`config.mk`:
```
export PLATFORM = sky130hd
export DESIGN_NAME = afisaj_mmss
export DESIGN_NICKNAME = d
export VERILOG_FILES = /design/src/rtl/afisaj_mmss.sv
export SDC_FILE = /design/constraint.sdc
export NUM_CORES = 1
export LEC_CHECK = 0
export ABC_CLOCK_PERIOD_IN_PS = 2120
export BUFFER_PORTS_ARGS = -buffer_cell sky130_fd_sc_hd__buf_4
export CAP_MARGIN = 20
export CELL_PAD_IN_SITES_DETAIL_PLACEMENT = 0
export CELL_PAD_IN_SITES_GLOBAL_PLACEMENT = 1
export CORE_MARGIN = 4
export CORE_UTILIZATION = 42
export DETAILED_ROUTE_END_ITERATION = 7
export PLACE_DENSITY = 0.76
export SLEW_MARGIN = 20
export SYNTH_ARGS = -nofsm -noshare
export SYNTH_HDL_FRONTEND = slang
export SYNTH_SLANG_ARGS = --single-unit
```
`constraint.sdc`:
```
create_clock -name clk -period 2.12 [get_ports clk]
set_input_delay 0.318 -clock clk [delete_from_list [all_inputs] [get_ports clk]]
set_output_delay 0.318 -clock clk [all_outputs]
set_load 0.01 [all_outputs]
```
`src/rtl/afisaj_mmss.sv`:
```
// Four-digit multiplexed MM:SS seven-segment driver.
// Binary inputs are converted to decimal by repeated subtraction once per scan frame.
module afisaj_mmss #(
  parameter int REFRESH_DIV = 50000,
  parameter bit BLANK_LZ    = 1'b1
) (
  input  logic       clk,
  input  logic       reset,
  input  logic [5:0] valoare_sec,
  input  logic [5:0] valoare_min,
  output logic [3:0] an,
  output logic [6:0] seg,
  output logic       dp,
  output logic       busy
);

  // state    | meaning
  // IDLE     | waiting for frame tick or pending start
  // CONV_SEC | subtracting tens from captured seconds
  // CONV_MIN | subtracting tens from captured minutes
  // UPDATE   | load all display digits together
  typedef enum logic [1:0] {IDLE, CONV_SEC, CONV_MIN, UPDATE} state_t;

  state_t      state, state_n;
  logic [15:0] cnt;
  logic [1:0]  idx;
  logic        digit_tick, frame_tick, start, pending;
  logic [5:0]  rem_sec, rem_min;
  logic [2:0]  tens_sec, tens_min;
  logic [3:0]  dig0, dig1, dig2, dig3, cur;

  assign digit_tick = (cnt == 16'(REFRESH_DIV - 1));
  assign frame_tick = digit_tick && (idx == 2'd3);
  assign start      = frame_tick || pending;
  assign busy       = (state != IDLE);

  always_ff @(posedge clk or posedge reset) begin
    if (reset) begin
      cnt <= '0;
      idx <= '0;
    end else if (digit_tick) begin
      cnt <= '0;
      idx <= idx + 2'd1;
    end else begin
      cnt <= cnt + 16'd1;
    end
  end

  always_ff @(posedge clk or posedge reset) begin
    if (reset) state <= IDLE;
    else       state <= state_n;
  end

  always_comb begin
    state_n = state;
    case (state)
      IDLE:     if (start) state_n = CONV_SEC;
      CONV_SEC: if (rem_sec < 6'd10) state_n = CONV_MIN;
      CONV_MIN: if (rem_min < 6'd10) state_n = UPDATE;
      UPDATE:   state_n = IDLE;
      default:  state_n = IDLE;
    endcase
  end

  // Digits only change in UPDATE, so the display never mixes two conversions.
  always_ff @(posedge clk or posedge reset) begin
    if (reset) begin
      pending  <= 1'b1;
      rem_sec  <= '0;
      rem_min  <= '0;
      tens_sec <= '0;
      tens_min <= '0;
      dig0     <= '0;
      dig1     <= '0;
      dig2     <= '0;
      dig3     <= '0;
    end else begin
      case (state)
        IDLE: if (start) begin
          pending  <= 1'b0;
          rem_sec  <= valoare_sec;
          rem_min  <= valoare_min;
          tens_sec <= '0;
          tens_min <= '0;
        end
        CONV_SEC: if (rem_sec >= 6'd10) begin
          rem_sec  <= rem_sec - 6'd10;
          tens_sec <= tens_sec + 3'd1;
        end
        CONV_MIN: if (rem_min >= 6'd10) begin
          rem_min  <= rem_min - 6'd10;
          tens_min <= tens_min + 3'd1;
        end
        UPDATE: begin
          dig0 <= rem_sec[3:0];
          dig1 <= {1'b0, tens_sec};
          dig2 <= rem_min[3:0];
          dig3 <= {1'b0, tens_min};
        end
        default: ;
      endcase
    end
  end

  always_comb begin
    case (idx)
      2'd0:    cur = dig0;
      2'd1:    cur = dig1;
      2'd2:    cur = dig2;
      default: cur = dig3;
    endcase
    case (cur)
      4'd0:    seg = 7'b1000000;
      4'd1:    seg = 7'b1111001;
      4'd2:    seg = 7'b0100100;
      4'd3:    seg = 7'b0110000;
      4'd4:    seg = 7'b0011001;
      4'd5:    seg = 7'b0010010;
      4'd6:    seg = 7'b0000010;
      4'd7:    seg = 7'b1111000;
      4'd8:    seg = 7'b0000000;
      4'd9:    seg = 7'b0010000;
      default: seg = 7'b1111111;
    endcase
    an = ~(4'b0001 << idx);
    if (BLANK_LZ && (idx == 2'd3) && (dig3 == 4'd0)) an = 4'b1111;
    dp = (idx != 2'd2);
  end

endmodule

```
==> out/metrics.yaml <==
timing:
  setup_viol: 9
  tightest_slew_ps: 575
  fin_crit_ps: 2600
  fin_ws_ps: -480
  holdWs_ps: 267
  fmax_mhz: 385
  drv_slew: 0
  relSlewSlack: 0.617
  fin_crit_sh: 1.23
  finalHoldViolCount: 0
  fin_tns_setup_ps: -2840
  worst_clock_skew_ps: 10.1
  rsz0062_at_grt: "yes"
pwr:
  leakage_nw: 1.84
  comb_power_share: 0.031
  p_clk_frac: 0.430
  power_mw: 1.89
  p_sw_mw: 0.371
  ir_worst_vdd_mv: 0.303
  power.density_nw_per_um2: 485
  seqPwrFrac: 0.538
  swShare: 0.197
  p_int_mw: 1.52
detailed_routing:
  ant_nets: 0
  vias_per_cell: 5.34
  routedWlPerCell_um: 14.5
  dr.pass1.iters: 4
  wirelength_um: 6430
  drc: 0
  first_iter_violations: 155
  vias: 2367
clock_tree:
  clkLatencyLatePin_ps: 300
  cts_tree: "yes"
  clockRootBuffer: "clkbuf_8"
  htree_levels: 2
  cts_buffers: 5
  cts_sinks: 53
  clkTransAtPathRegs_ps: 100
  cts_buffer_depth: 2
synth:
  yosysSeqAreaShare: 0.457
  netlist_instances: 287
  synth_ff_type: "dfrtp_1"
  yosys_warnings: 0
  synth.top_cell.area_share: 0.448
  synth.area.top_cells: "dfrtp_1 45%, ha_1 7.3%, mux2_2 5.8%, inv_1 3.4%, o21ai_0 3.3%"
  synth.largest_area_cell: "dfrtp_1"
  syn-num-nets: 318
  async_flop_share: 1.00
  avgSynthCellArea_um2: 10.1
  synth_edf_count: 0
  syn_area_um2: 2910
  ys_ff_latch: 53
  ys_types: 50
global_routing:
  grt-busiest-layer: "met2"
  grt_max_degree: 46
  antenna_found_initial: 0
  met3_usage: 0.0282
  grt_use_met1: 0.199
  grt-ovfl-total: 0
  gr-usage-all-layers: 0.148
  grt_pass1_vias: 2180
  grt_use_met2: 0.243
  grt_pass1_wl_um: 10100
final_layout:
  final_cell_mix: "68 x buf_4, 52 x dfrtp_1, 22 x inv_1"
  fin_nets: 393
  syn2layout_area_growth_pct: 33.8
  final_core_util: 0.575
  antenna_cells: 0
  drive_above_1_share: 0.377
  final_common_cell: "buf_4"
worst_setup_path:
  worstPathArrival_ps: 2280
  crit_path_end_kind: "primary output"
  worstSetupStartpointType: "flop"
  required_ps: 1800
  critical_path_class: "reg -> out"
  path_max_fanout: 4
worst_hold_path:
  min_path_type: "in -> reg"
place:
  globalplace.congestion: 0.805
  port_buffers: 26
  hpwlAfterDp_um: 4350
die:
  die_x_um: 91.2
  die_y_um: 91.2
  start_util: 0.430
  ios: 27
  core-area_um2: 6760
  die_area_um2: 8310
  std_cell_rows: 30
status:
  violations: "negative setup slack"
  status: "complete, but fails checks"
run:
  cap_violations: 0
[cells in the mapped netlist, types with 4 or more instances]
library cell  count
a21oi_1          12
a31oi_1           6
clkbuf_1          6
dfrtp_1          52
ha_1             17
inv_1            26
mux2_2           15
mux2i_1           4
nand2_1          20
nand3_1           7
nand4_1           6
nor2_1           25
nor2b_1           4
nor3_1            4
o21ai_0          19
xnor2_1           8
xor2_1            6
[critical path: stages (launching register included)]
cell      delay (ps)
dfrtp_1          410
inv_2             90
ha_4             180
a222oi_1         380
mux2i_2          150
ha_2             200
mux2_4           280
nor2_4           100
a21oi_2           40
buf_4            150
[flip-flops by register name (all words and copies together), names as in the netlist]
register,count
dig2,4
pending,1
state,2
rem_sec,6
tens_min,3
cnt,16
idx,2
rem_min,6
dig1,3
dig3,3
dig0,4
tens_sec,3
[final cells by class]
cell class | count | area (um^2)
Fill cell | 590 | 2870
Multi-Input combinational cell | 199 | 1600
Sequential cell | 53 | 1330
Timing Repair Buffer | 77 | 619
Inverter | 26 | 100
Tap cell | 80 | 100
Clock buffer | 5 | 68.8
Clock inverter | 3 | 68.8
[per-layer routing]
| metal | up-vias | share of wire |
|---|---|---|
| met5 | - | 0 |
| met4 | 0 | 0.0086 |
| met3 | 5 | 0.035 |
| met2 | 53 | 0.49 |
| met1 | 1143 | 0.46 |
| li1 | 1166 | - |
[repair_timing]
| item | in CTS | in global routing |
|---|---|---|
| cloned | 0 | 1 |
| buffers inserted | 4 | 14 |
| endpoints found under the setup margin | 8 | 17 |
| hold buffers | 1 | 0 |
| pin swaps | 7 | 26 |
| gates resized for setup | 15 | 44 |
| hold endpoints to repair | 7 | 0 |
[stage by stage]
step	area (um^2)	cells	worst slack, ps
after floorplan	2910	287	17.5
after global placement	3400	415	-110
after detailed placement	3400	415	-162
after CTS	3640	428	-456
after global routing	3890	443	-590
final	3890	443	-480
[kinds of logic after synthesis]
| logic type | after synthesis | synth area share |
|---|---|---|
| and+or+nand+nor | 83 | 0.155 |
| buffers and inverters | 36 | 0.0512 |
| AOI/OAI and AO/OA | 64 | 0.145 |
| xor gates and xnor gates | 14 | 0.0422 |
| adders and majority gates | 17 | 0.0732 |
| muxes | 20 | 0.0771 |
| DFF | 53 | 0.457 |
[path summary, 6_finish.rpt]
path / startpoint / to / slack (ps) / cells after the start
worst max-delay path: idx[0] / seg[6] / -480 / 9
worst min-delay path: valoare_sec[0] / rem_sec[0] / 270 / 3
worst max register to register: cnt[13] / tens_min[2] / -20 / 8
worst min register to register: pending / pending / 480 / 1
max in group asynchronous: reset / cnt[2] / 1140 / 4
min in group asynchronous: reset / rem_sec[1] / 480 / 3
[power by group through the flow]
stage | sequential, mW | combinational [mW] | clock, mW
finish | 1.02 | 0.0591 | 0.812
global route | 1.02 | 0.0676 | 0.881
CTS | 1.02 | 0.0603 | 0.843
detailed placement | 1.04 | 0.0587 | 0
global placement | 1.04 | 0.0575 | 0
floorplan | 1.04 | 0.0274 | 0
Note: power is estimated with default switching activity, not from simulation.
